$ cat config.mk
export PLATFORM = sky130hd
export DESIGN_NAME = usb_tx_arbiter
export DESIGN_NICKNAME = d
export VERILOG_FILES = /design/src/rtl/usb_tx_arbiter.sv
export SDC_FILE = /design/constraint.sdc
export NUM_CORES = 1
export LEC_CHECK = 0
export CORE_ASPECT_RATIO = 0.6
export CORE_UTILIZATION = 42
export DETAILED_ROUTE_END_ITERATION = 12
export PLACE_DENSITY = 0.81
export RECOVER_POWER = 25
export SYNTH_ARGS = -nofsm -noshare
export SYNTH_HDL_FRONTEND = slang
export SYNTH_SLANG_ARGS = --single-unit
$ cat constraint.sdc
create_clock -name clk -period 4.5 [get_ports clk]
set_clock_uncertainty 0.15 [all_clocks]
set_input_delay 0.9 -clock clk [delete_from_list [all_inputs] [get_ports clk]]
set_output_delay 0.9 -clock clk [all_outputs]
set_load 0.01 [all_outputs]
$ cat src/rtl/usb_tx_arbiter.sv
// usb_tx_arbiter: round-robin burst arbiter that merges the peripheral TX FIFOs
// into the single lycan-out stream. Each output word carries its 3-bit source
// address. A 2-entry skid buffer absorbs the 1-cycle FIFO read latency.
module usb_tx_arbiter #(
    parameter int unsigned NUM_PERIPH = 8,
    parameter int unsigned MAX_BURST  = 16
) (
    input  logic                     clk,
    input  logic                     rst_l,
    input  logic                     periph_ready,
    input  logic [NUM_PERIPH-1:0]    periph_empty,
    output logic [NUM_PERIPH-1:0]    periph_rd_en,
    input  logic [NUM_PERIPH*29-1:0] periph_data,
    input  logic                     out_full,
    output logic                     out_wr_en,
    output logic [31:0]              out_data,
    output logic [2:0]               grant_out
);

    localparam int unsigned CW = $clog2(MAX_BURST + 1);

    typedef enum logic {
        IDLE,
        BURST
    } state_t;

    state_t          state, state_nxt;
    logic [2:0]      grant, grant_nxt;
    logic [2:0]      rr_ptr, rr_nxt;
    logic [CW-1:0]   burst_cnt, cnt_nxt;

    logic            inflight;
    logic [2:0]      inflight_addr;
    logic [31:0]     skid0, skid1;
    logic [1:0]      skid_cnt;

    // Requests/empties widened to the full 3-bit address space; absent peripherals look empty.
    logic [7:0]      req8, empty8, rd8;
    logic            found;
    logic [2:0]      hit;
    logic            drain, space, issue, push;
    logic [2:0]      occ;
    logic [28:0]     payload;
    logic [31:0]     new_word;

    // Widen per-peripheral flags so addresses >= NUM_PERIPH are never requesters
    always_comb begin
        req8   = '0;
        empty8 = '1;
        req8[NUM_PERIPH-1:0]   = ~periph_empty;
        empty8[NUM_PERIPH-1:0] = periph_empty;
    end

    // Round-robin search starting one past the last granted peripheral
    always_comb begin
        int unsigned idx;
        found = 1'b0;
        hit   = '0;
        for (int unsigned k = 1; k <= NUM_PERIPH; k++) begin
            idx = 32'(rr_ptr) + k;
            if (idx >= NUM_PERIPH) idx = idx - NUM_PERIPH;
            if (!found && req8[3'(idx)]) begin
                found = 1'b1;
                hit   = 3'(idx);
            end
        end
    end

    // Skid occupancy/space and the read-issue condition
    always_comb begin
        drain = (skid_cnt != 2'd0) && !out_full;
        occ   = {1'b0, skid_cnt} + {2'b00, inflight} - {2'b00, drain};
        space = (occ < 3'd2);
        issue = (state == BURST) && periph_ready && !empty8[grant] && space;
        push  = inflight;
    end

    // Select the payload of the peripheral whose read is in flight
    always_comb begin
        payload = '0;
        for (int unsigned i = 0; i < NUM_PERIPH; i++) begin
            if (inflight_addr == 3'(i)) payload = periph_data[29*i +: 29];
        end
        new_word = {inflight_addr, payload};
    end

    // Next-state, grant bookkeeping and read strobes
    always_comb begin
        state_nxt = state;
        grant_nxt = grant;
        rr_nxt    = rr_ptr;
        cnt_nxt   = burst_cnt;
        rd8       = '0;
        case (state)
            IDLE: begin
                if (periph_ready && found) begin
                    grant_nxt = hit;
                    rr_nxt    = hit;
                    cnt_nxt   = '0;
                    state_nxt = BURST;
                end
            end
            BURST: begin
                if (issue) begin
                    rd8[grant] = 1'b1;
                    cnt_nxt    = burst_cnt + 1'b1;
                end
                if (!issue || (cnt_nxt == CW'(MAX_BURST)) || !periph_ready) begin
                    state_nxt = IDLE;
                end
            end
            default: state_nxt = IDLE;
        endcase
    end

    // Arbiter state registers
    always_ff @(posedge clk or negedge rst_l) begin
        if (!rst_l) begin
            state     <= IDLE;
            grant     <= '0;
            rr_ptr    <= 3'(NUM_PERIPH - 1);
            burst_cnt <= '0;
        end else begin
            state     <= state_nxt;
            grant     <= grant_nxt;
            rr_ptr    <= rr_nxt;
            burst_cnt <= cnt_nxt;
        end
    end

    // Track the read in flight, tagged with the grant that issued it
    always_ff @(posedge clk or negedge rst_l) begin
        if (!rst_l) begin
            inflight      <= 1'b0;
            inflight_addr <= '0;
        end else begin
            inflight <= issue;
            if (issue) inflight_addr <= grant;
        end
    end

    // Two-entry skid FIFO; skid0 is always the head so out_data comes straight from a register
    always_ff @(posedge clk or negedge rst_l) begin
        if (!rst_l) begin
            skid0    <= '0;
            skid1    <= '0;
            skid_cnt <= '0;
        end else begin
            case ({push, drain})
                2'b10: begin
                    if (skid_cnt == 2'd0) skid0 <= new_word;
                    else                  skid1 <= new_word;
                    skid_cnt <= skid_cnt + 2'd1;
                end
                2'b01: begin
                    skid0    <= skid1;
                    skid_cnt <= skid_cnt - 2'd1;
                end
                2'b11: begin
                    if (skid_cnt == 2'd1) begin
                        skid0 <= new_word;
                    end else begin
                        skid0 <= skid1;
                        skid1 <= new_word;
                    end
                end
                default: ;
            endcase
        end
    end

    assign periph_rd_en = rd8[NUM_PERIPH-1:0];
    assign out_wr_en    = drain;
    assign out_data     = skid0;
    assign grant_out    = grant;

endmodule

==> key figures <==
Critical path
  • Startpoint Class: flip-flop
  • CP Max Fanout: 4
  • R2R setup slack: 0.25 ns
  • Worst EP required: 3.45 ns
  • Crit path from: skid_cnt[1]
  • Slowest CP cell: fa_2
  • Worst Path Arrival: 3.23 ns
  • Delay of the slowest critical-path stage: 0.55 ns
  • Worst path cell trace: inv_1 > ha_1 > nor2_2 > inv_1 > nor2_2 > o21ai_1 > fa_2 > nand4_1 > a211oi_2 > buf_4 > nand2_2 > buf_4 > nor3b_1 > buf_2
  • Crit end category: primary output
  • Worst R2R Start: skid_cnt[1]
  • Critical path class: flip-flop to primary output
  • Crit path buf inv count: 5
  • Delay-heaviest family, CP: adder cells

Routing
  • DRC: 0
  • DRT antenna net count: 0
  • Vias: 6,142
  • Post-Route WL: 22.5 mm
  • Total iterations of the first detailed-routing run: 6
  • Via density: 5.99
  • Initial DRC count: 539
  • WL/cell: 21.9 um

Clock network
  • CTS tree: built
  • Hold_buf cts: 0
  • CTS clock-pin slew for the worst setup and hold paths: 0.06 ns
  • Total CTS buffers: 9
  • Clock root buffer: clkbuf_16
  • H-tree Lvls: 3
  • Clock buffer depth: 2
  • CTS Sinks: 82
  • Worst-skew pair later-pin latency: 0.33 ns

Timing
  • Final worst path period need: 4.28 ns
  • Final Slew Violations: 0
  • Worst Tran Pin Value: 0.952 ns
  • RSZ-0062 raised after global routing: no
  • Share of the cycle needed by the critical path after routing: 95.2%
  • Min Hold Slack: 0.361 ns
  • Hold Fails Final Rpt: 0
  • Max_slew headroom: 36.4%
  • Final setup violation count: 0
  • Fmax: 233 MHz

Synth
  • Predominant post-synthesis flop cell: dfrtp_1
  • Top area cells in the synthesized netlist: dfrtp_1 (32%), mux4_2 (19%), mux2_2 (12%)
  • Asr flop ratio synth: 100%
  • Post-Syn Nets: 800
  • Post-Syn Area per Cell: 11.3 sq um
  • Post-Syn Instances: 548
  • Synth warn: 0
  • Area of the mapped netlist: 0.00621 sq mm
  • Post-synthesis cell type count: 60
  • Commonest cells in the netlist: nor2_1 (84), dfrtp_1 (79), mux2_2 (68)
  • Post-synth EDFFs: 0
  • Most frequent cell after synthesis: nor2_1
  • Sequential share of the synthesized area: 33.1%
  • Yosys reg bits: 82
  • Post-synth top area cell: dfrtp_1
  • Yosys top cell area share: 31.9%

Layout
  • Area growth from synthesis to layout: 55.5%
  • Ratio of cells with drive above 1 in the final layout: 22.9%
  • # diodes: 0
  • Post-layout nets: 1,081
  • Design area: 0.00965 sq mm
  • Fin util: 68.7%

Floorplan
  • IO Pins: 288
  • Die Y-Extent: 96.2 um
  • Core area: 0.0140 sq mm
  • Initial Utilization: 44.2%
  • Rows: 33
  • Die area: 0.0153 sq mm
  • Chip width: 159 um

Place
  • Gpl congestion: 0.863
  • # port buffers: 287
  • Dpl cell area: 0.00925 sq mm
  • Hpwl dp: 17.5 mm

Power and ir drop
  • Sequential share of power: 26.3%
  • Final Power: 5770 uW
  • Cell Pwr Density: 598 mW/mm^2
  • Worst vdd ir: 293 uV
  • Pint: 3400 uW
  • NetSw: 2380 uW
  • Net Sw Frac: 41.2%
  • Clock power share: 12.5%
  • Leakage: 0.00380 uW
  • Comb power frac: 61.2%

Global route
  • Most crowded layer after global routing: met2
  • Grt ovf: 0
  • Largest net degree at the start of global routing: 57
  • Met1 GRT Util: 37.7%
  • Met2 Usage GRT: 48.1%
  • All-Layer GR Usage: 28.5%
  • First-pass GRT wire length: 33.3 mm
  • Initial antenna violation count: 0
  • Vias in the first global route: 5,996
  • Met3 Resource Use GR: 6.38%

Status
  • Status: completed

Worst hold path
  • Worst hold start: skid1[1]
  • Worst hold path class: flip-flop to flip-flop

Flow run
  • Max Cap Violations: 0
-- repair_timing --
item                                    CTS  global route
gates resized for setup                  23             7
endpoints found under the setup margin    8            15
pin swaps                                 6             3
buffers inserted                         17             0
-- sequential cells by signal, summed over array words and instances (netlist names) --
register / cells
out_data: 32
skid_cnt: 2
grant_out: 3
inflight_addr: 3
inflight: 1
state: 1
burst_cnt: 5
skid1: 32
rr_ptr: 3
-- per-layer routing --
layer	wire length, um	vias to the layer above
met4	413	0
met2	11100	314
met5	0	-
met3	1740	39
li1	-	2701
met1	9200	3088
-- power by group through the flow --
stage | Sequential [uW] | Combinational, uW | Clock (uW)
2_1_floorplan | 1330 | 2440 | 0
3_3_place_gp | 1490 | 3380 | 0
3_5_place_dp | 1520 | 3440 | 0
4_1_cts | 1510 | 3500 | 726
5_1_grt | 1580 | 3790 | 760
6_report | 1520 | 3530 | 719
-- final timing paths --
check                                        to  cells after the start
worst max-delay path            periph_rd_en[3]                     14
min in group asynchronous          out_data[16]                      1
worst min register to register         skid1[1]                      1
worst max register to register     burst_cnt[1]                     23
max in group asynchronous          out_data[22]                      2
worst min-delay path                   skid1[1]                      1
-- metrics by stage --
| step | std cells | setup TNS [ns] | worst slack [ns] |
|---|---|---|---|
| 2_1_floorplan | 548 | 0 | 0.0237 |
| 3_3_place_gp | 995 | -2.77 | -0.438 |
| 3_5_place_dp | 995 | -3.62 | -0.543 |
| 4_1_cts | 1027 | -0.214 | -0.103 |
| 5_1_grt | 1025 | 0 | 0.0212 |
| 6_report | 1025 | 0 | 0.215 |
-- area by class of cell --
class / count / area [sq um]
fillers: 1066 / 4390
flip-flops and latches: 82 / 2060
clock buffers: 10 / 229
multi-input cells: 406 / 3950
repair buffers: 315 / 3050
well taps: 192 / 240
clock inverters: 5 / 56.3
inverters: 15 / 56.3
-- cells in the final DEF, fill, tap and decap left out, types with 3 or more instances in the layout --
master	instances
a21oi_1	4
a21oi_4	3
a221oi_1	32
a22o_1	10
a22oi_1	13
a31oi_1	3
and3_1	3
buf_2	4
buf_4	29
clkbuf_16	9
clkdlybuf4s50_1	277
dfrtp_1	77
dfstp_2	3
dlygate4sd2_1	3
ha_1	7
inv_1	15
mux2_2	68
mux2i_1	7
mux2i_2	3
mux4_1	4
mux4_2	52
nand2_1	12
nand2b_1	3
nand3_1	3
nand4_1	3
nor2_1	82
nor2b_1	6
nor3_1	5
nor3b_1	3
o211ai_1	3
o21a_1	3
o21ai_0	20
o221ai_1	7
o22ai_1	5
xnor2_1	7
-- cell families after synthesis --
family                   share of synthesized area, %
AND/OR/NAND/NOR                                  9.54
adder cells (fa/ha/maj)                          1.73
flip-flops                                       33.1
AO/OA/AOI/OAI                                    14.6
multiplexers                                     34.9
XOR/XNOR                                         1.98
buffers and inverters                            4.11
Note: power is estimated with default switching activity, not from simulation.
